**src/rtl/cam_pixel_assembler.sv**
```systemverilog
// cam_pixel_assembler
//   Turns the synchronized camera bus (PCLK level, VSYNC, HREF, 8-bit data)
//   into framed RGB565 pixels with column/row coordinates. It also reports
//   frame completion and frame integrity.
//
//   Ports
//     clk_pixel_in    : system pixel clock
//     rst_in          : asynchronous active-high reset
//     cam_clk_in      : synchronized camera PCLK level
//     vsync_in        : synchronized VSYNC (high = vertical blank)
//     href_in         : synchronized HREF (high = line active)
//     pixel_in        : synchronized camera data byte
//     pixel_out       : assembled pixel {first byte, second byte}
//     pixel_valid_out : one-cycle strobe qualifying pixel/hcount/vcount
//     hcount_out      : column of the emitted pixel
//     vcount_out      : row of the emitted pixel
//     frame_done_out  : one-cycle pulse at the end of a framed frame
//     frame_ok_out    : integrity of the last completed frame (level)
module cam_pixel_assembler #(
  parameter int H_PIXELS = 320,
  parameter int V_LINES  = 240
) (
  input  logic        clk_pixel_in,
  input  logic        rst_in,
  input  logic        cam_clk_in,
  input  logic        vsync_in,
  input  logic        href_in,
  input  logic [7:0]  pixel_in,
  output logic [15:0] pixel_out,
  output logic        pixel_valid_out,
  output logic [10:0] hcount_out,
  output logic [9:0]  vcount_out,
  output logic        frame_done_out,
  output logic        frame_ok_out
);

  localparam logic [10:0] H_LIM = 11'(H_PIXELS);
  localparam logic [9:0]  V_LIM = 10'(V_LINES);

  typedef enum logic [1:0] {SYNC, BLANK, ACTIVE} state_t;

  state_t      state, state_n;
  logic        cam_clk_prev;
  logic        vsync_prev;
  logic        href_prev, href_prev_n;
  logic        phase, phase_n;
  logic [7:0]  hi_byte, hi_byte_n;
  logic [10:0] h, h_n;
  logic [9:0]  v, v_n;
  logic        err, err_n;

  logic [15:0] pixel_n;
  logic        valid_n;
  logic [10:0] hcount_n;
  logic [9:0]  vcount_n;
  logic        done_n;
  logic        ok_n;

  logic cam_edge;
  logic vsync_rise;

  assign cam_edge   = cam_clk_in & ~cam_clk_prev;
  assign vsync_rise = vsync_in & ~vsync_prev;

  always_ff @(posedge clk_pixel_in or posedge rst_in) begin
    if (rst_in) begin
      state           <= SYNC;
      cam_clk_prev    <= 1'b0;
      vsync_prev      <= 1'b0;
      href_prev       <= 1'b0;
      phase           <= 1'b0;
      hi_byte         <= '0;
      h               <= '0;
      v               <= '0;
      err             <= 1'b0;
      pixel_out       <= '0;
      pixel_valid_out <= 1'b0;
      hcount_out      <= '0;
      vcount_out      <= '0;
      frame_done_out  <= 1'b0;
      frame_ok_out    <= 1'b0;
    end else begin
      state           <= state_n;
      cam_clk_prev    <= cam_clk_in;
      vsync_prev      <= vsync_in;
      href_prev       <= href_prev_n;
      phase           <= phase_n;
      hi_byte         <= hi_byte_n;
      h               <= h_n;
      v               <= v_n;
      err             <= err_n;
      pixel_out       <= pixel_n;
      pixel_valid_out <= valid_n;
      hcount_out      <= hcount_n;
      vcount_out      <= vcount_n;
      frame_done_out  <= done_n;
      frame_ok_out    <= ok_n;
    end
  end

  always_comb begin
    state_n     = state;
    href_prev_n = cam_edge ? href_in : href_prev;
    phase_n     = phase;
    hi_byte_n   = hi_byte;
    h_n         = h;
    v_n         = v;
    err_n       = err;
    pixel_n     = pixel_out;
    valid_n     = 1'b0;
    hcount_n    = hcount_out;
    vcount_n    = vcount_out;
    done_n      = 1'b0;
    ok_n        = frame_ok_out;

    unique case (state)
      SYNC: begin
        if (vsync_rise) state_n = BLANK;
      end

      BLANK: begin
        if (!vsync_in) begin
          state_n = ACTIVE;
          h_n     = '0;
          v_n     = '0;
          phase_n = 1'b0;
          err_n   = 1'b0;
        end
      end

      ACTIVE: begin
        if (vsync_rise) begin
          // VSYNC wins over any byte captured in the same cycle. A dropped
          // second byte implies phase==1, which already fails the frame; a
          // line left partial (h!=0) also fails it.
          done_n  = 1'b1;
          ok_n    = ~err & (v == V_LIM) & ~phase & (h == '0);
          state_n = BLANK;
        end else if (cam_edge) begin
          if (href_in) begin
            if (!phase) begin
              hi_byte_n = pixel_in;
              phase_n   = 1'b1;
            end else begin
              phase_n = 1'b0;
              if (h < H_LIM && v < V_LIM) begin
                pixel_n  = {hi_byte, pixel_in};
                valid_n  = 1'b1;
                hcount_n = h;
                vcount_n = v;
              end else begin
                err_n = 1'b1;
              end
              if (h != '1) h_n = h + 11'd1;
            end
          end else if (href_prev) begin
            if (h != H_LIM || phase) err_n = 1'b1;
            h_n     = '0;
            phase_n = 1'b0;
            if (v != '1) v_n = v + 10'd1;
          end
        end
      end

      default: state_n = SYNC;
    endcase
  end

endmodule
```
**config.mk**
```make
export PLATFORM = sky130hd
export DESIGN_NAME = cam_pixel_assembler
export DESIGN_NICKNAME = d
export VERILOG_FILES = /design/src/rtl/cam_pixel_assembler.sv
export SDC_FILE = /design/constraint.sdc
export NUM_CORES = 1
export LEC_CHECK = 0
export ABC_AREA = 1
export CORE_ASPECT_RATIO = 0.6
export CORE_MARGIN = 2
export CORE_UTILIZATION = 54
export DETAILED_ROUTE_END_ITERATION = 10
export PLACE_DENSITY = 0.81
export SYNTH_ARGS = -nofsm -noshare
export SYNTH_HDL_FRONTEND = slang
export SYNTH_SLANG_ARGS = --single-unit
```
**constraint.sdc**
```tcl
create_clock -name clk_pixel_in -period 3.5 [get_ports clk_pixel_in]
set_input_delay 0.875 -clock clk_pixel_in [delete_from_list [all_inputs] [get_ports clk_pixel_in]]
set_output_delay 0.875 -clock clk_pixel_in [all_outputs]
set_load 0.01 [all_outputs]
```
==> impl_metrics.ini <==
[outcome]
run_status = completed

[power_and_ir_drop]
p_int_mw = 1.923
leakagePower_nw = 2.323
power_frac_comb = 0.183
seqPwrFrac = 0.416
peakVddDrop_uv = 299.3
share_clk_of_total_power = 0.401
p_sw_frac = 0.2695
power.switching_uw = 709.3
power_density_nw_per_um2 = 571.2

[floorplan]
rows = 23
coreArea_um2 = 6676
die-area_um2 = 7603
die_w_um = 111.2
pin_count = 53
start_util = 0.5581
die_y_um = 68.35

[placement]
dp_hpwl_mm = 5.599
placed_cells = 579
gp_congestion = 0.9151
portBuffers = 52

[sta]
max_freq_mhz = 402.6
setup_tns_ns = 0
relSlewSlack = 0.6668
hold_viol = 0
grt_setup_unrepaired = false
tightest_slew_ns = 0.4991
finalCritPeriodShare = 0.7096
final.setup_skew_ns = 0.007828
min_period_ns = 2.484
setup_violations = 0
slew_viol_final = 0

[worst_setup_path]
end_kind = register
path_common_cell = nand2_1
crit_required_ns = 3.71
worst_path_dominant_cell_family = simple AND/OR/NAND/NOR gates
crit_fanout = 33
worst-setup-path-type = in -> reg
path_buf_inv = 1
slowest_delay_ns = 0.68
cp-start-kind = input pin
arrival_ns = 2.70
slowest_stage = clkdlybuf4s50_1
worstPathCellList = clkdlybuf4s50_1 > nand3_2 > nor2_1 > nand3_1 > nand3b_4 > nand2_1 > nand2_1

[synthesis]
synthCells = 453
syn_area_um2 = 3726
avgSynthCellArea_um2 = 8.225
yosys.area.top_type = dfrtp_1
yosys_warnings = 0
synth_top_cell_area_share = 0.5104
syn_nets = 470
ys_ff_latch = 76
synth_area_leaders = dfrtp_1, nand2_1, nand3_1, nor2_1, inv_1
yosysSeqAreaShare = 0.5104
synth.distinct_cells = 32

[cts]
holdBufCountCts = 0
worstSkewPairLatency_ns = 0.33
cts_tree = built
clk_pin_slew_ns = 0.06
clockBufferDepth = 2
htreeDepth = 3
cts_resized = 0
postCtsSetupBuffers = 0
clock-sinks = 76
clockRootBuffer = clkbuf_16
numCtsBuffers = 9

[route]
dr.pass1.iters = 6
vias = 3136
vias_per_cell = 5.279
post-route-drc-count = 0
routed_wl_mm = 8.240
wl_per_cell_um = 13.87
drt_iter0_drc = 368
ant_nets = 0

[finish]
antenna_cells = 0
utilization = 0.6902
nets = 520
syn2layout_area_growth_pct = 23.67
n_fill_cell = 515
layout-drive-gt1-share = 0.08481
fin_cells = 594

[job]
drv_cap = 0

[min_path]
hold_class = reg -> reg

[global_routing]
antenna_found_initial = 0
grt_start_max_net_pins = 55
grtUsageTotal = 0.2333
grt-ovfl-total = 0
grt_pass1_vias = 2772
grt_pass1_wl_mm = 13.93
==> cell usage in the layout, fill, tap and decap left out, types with 2 or more instances in the layout <==
| cell type | count |
|---|---|
| a21oi_1 | 2 |
| bufinv_16 | 3 |
| clkbuf_16 | 9 |
| clkdlybuf4s50_1 | 52 |
| dfrtp_1 | 76 |
| ha_1 | 4 |
| inv_1 | 35 |
| inv_2 | 6 |
| mux2_1 | 8 |
| nand2_1 | 180 |
| nand2_2 | 4 |
| nand3_1 | 31 |
| nand3_2 | 2 |
| nand3b_1 | 2 |
| nand4_1 | 5 |
| nor2_1 | 38 |
| nor2_2 | 3 |
| nor2_4 | 4 |
| nor3_1 | 3 |
| o21ai_0 | 5 |
| o21ai_1 | 13 |
| o21bai_1 | 3 |
| or2_2 | 2 |
| xor2_1 | 4 |
==> state kept, by name, summed over array words and instances, names as in the netlist, 2 cells and up <==
signal / cells
vcount_out: 10
hi_byte: 8
pixel_out: 16
state: 2
hcount_out: 11
v: 10
h: 11
==> area by class of cell <==
class                           instances  area (um2)  area share
Multi-Input combinational cell        321        1558      0.3380
Inverter                               41       153.9     0.03340
Clock inverter                          6       112.6     0.02444
Clock buffer                            9       225.2     0.04887
Sequential cell                        76        1902      0.4127
Timing Repair Buffer                   54       548.0      0.1189
Tap cell                               87       108.9     0.02362
==> routing by layer <==
metal / up-vias / global-route usage / part of all wire
li1: 1511 / - / -
met1: 1490 / 0.3385 / 0.49
met2: 133 / 0.3620 / 0.44
met3: 2 / 0.05934 / 0.074
met4: 0 / 0.04630 / 0.0029
met5: - / 0 / 0
==> cells in the mapped netlist (all sizes together) <==
cell type and number:
a21boi 1, nand3 34, dfrtp 76, o21bai 3
ha 4, o21ai 18, a21o 1, buf 15
inv 41, nor4 1, a21oi 3, nand3b 3
nand4 5, or2 2, nor3 4, nor2 46
xor2 4, mux2 8, nand2 184
==> power groups by stage <==
stage | clock network [mW] | registers, mW | logic (mW)
after floorplan | 0 | 1.12 | 0.247
after global placement | 0 | 1.10 | 0.466
after detailed placement | 0 | 1.11 | 0.480
after CTS | 1.07 | 1.09 | 0.486
after global routing | 1.11 | 1.11 | 0.532
final | 1.06 | 1.09 | 0.482
==> logic make-up after synthesis <==
logic type,after synthesis,share of synthesized area
multiplexers,8,0.02418
buffers and inverters,56,0.07320
AND/OR/NAND/NOR,279,0.3301
AO/OA/AOI/OAI,26,0.03929
adder cells (fa/ha/maj),4,0.01343
flip-flops,76,0.5104
XOR/XNOR,4,0.009401
==> stage by stage <==
step	setup WS (ns)	power (mW)	instance area (um2)	hold slack, ns
2_1_floorplan	0.6867	1.370	3726	0.4451
3_3_place_gp	0.7644	1.565	4270	0.4501
3_5_place_dp	0.6886	1.585	4270	0.4541
4_1_cts	1.011	2.645	4608	0.4683
5_1_grt	0.8977	2.751	4608	0.4947
6_report	1.016	2.632	4608	0.4689
==> final timing paths <==
kind	startpoint	to	slack, ns	cells past startpoint
min	vcount_out[2]$_DFFE_PP0P_	vcount_out[2]$_DFFE_PP0P_	0.47	2
max in group asynchronous	rst_in	vcount_out[2]$_DFFE_PP0P_	1.95	3
max	href_in	pixel_out[7]$_DFFE_PP0P_	1.02	7
min in group asynchronous	rst_in	pixel_out[11]$_DFFE_PP0P_	0.90	2
min reg2reg	vcount_out[2]$_DFFE_PP0P_	vcount_out[2]$_DFFE_PP0P_	0.47	2
max reg2reg	h[0]$_DFFE_PP0P_	h[8]$_DFFE_PP0P_	1.65	11
==> tightest hold or removal path: cells and delay by family (launching register included) <==
| kind | cells | cell delay [ns] |
|---|---|---|
| simple gates | 2 | 0.11 |
| flops | 1 | 0.34 |
No activity file was read; power rests on OpenSTA's default activity.
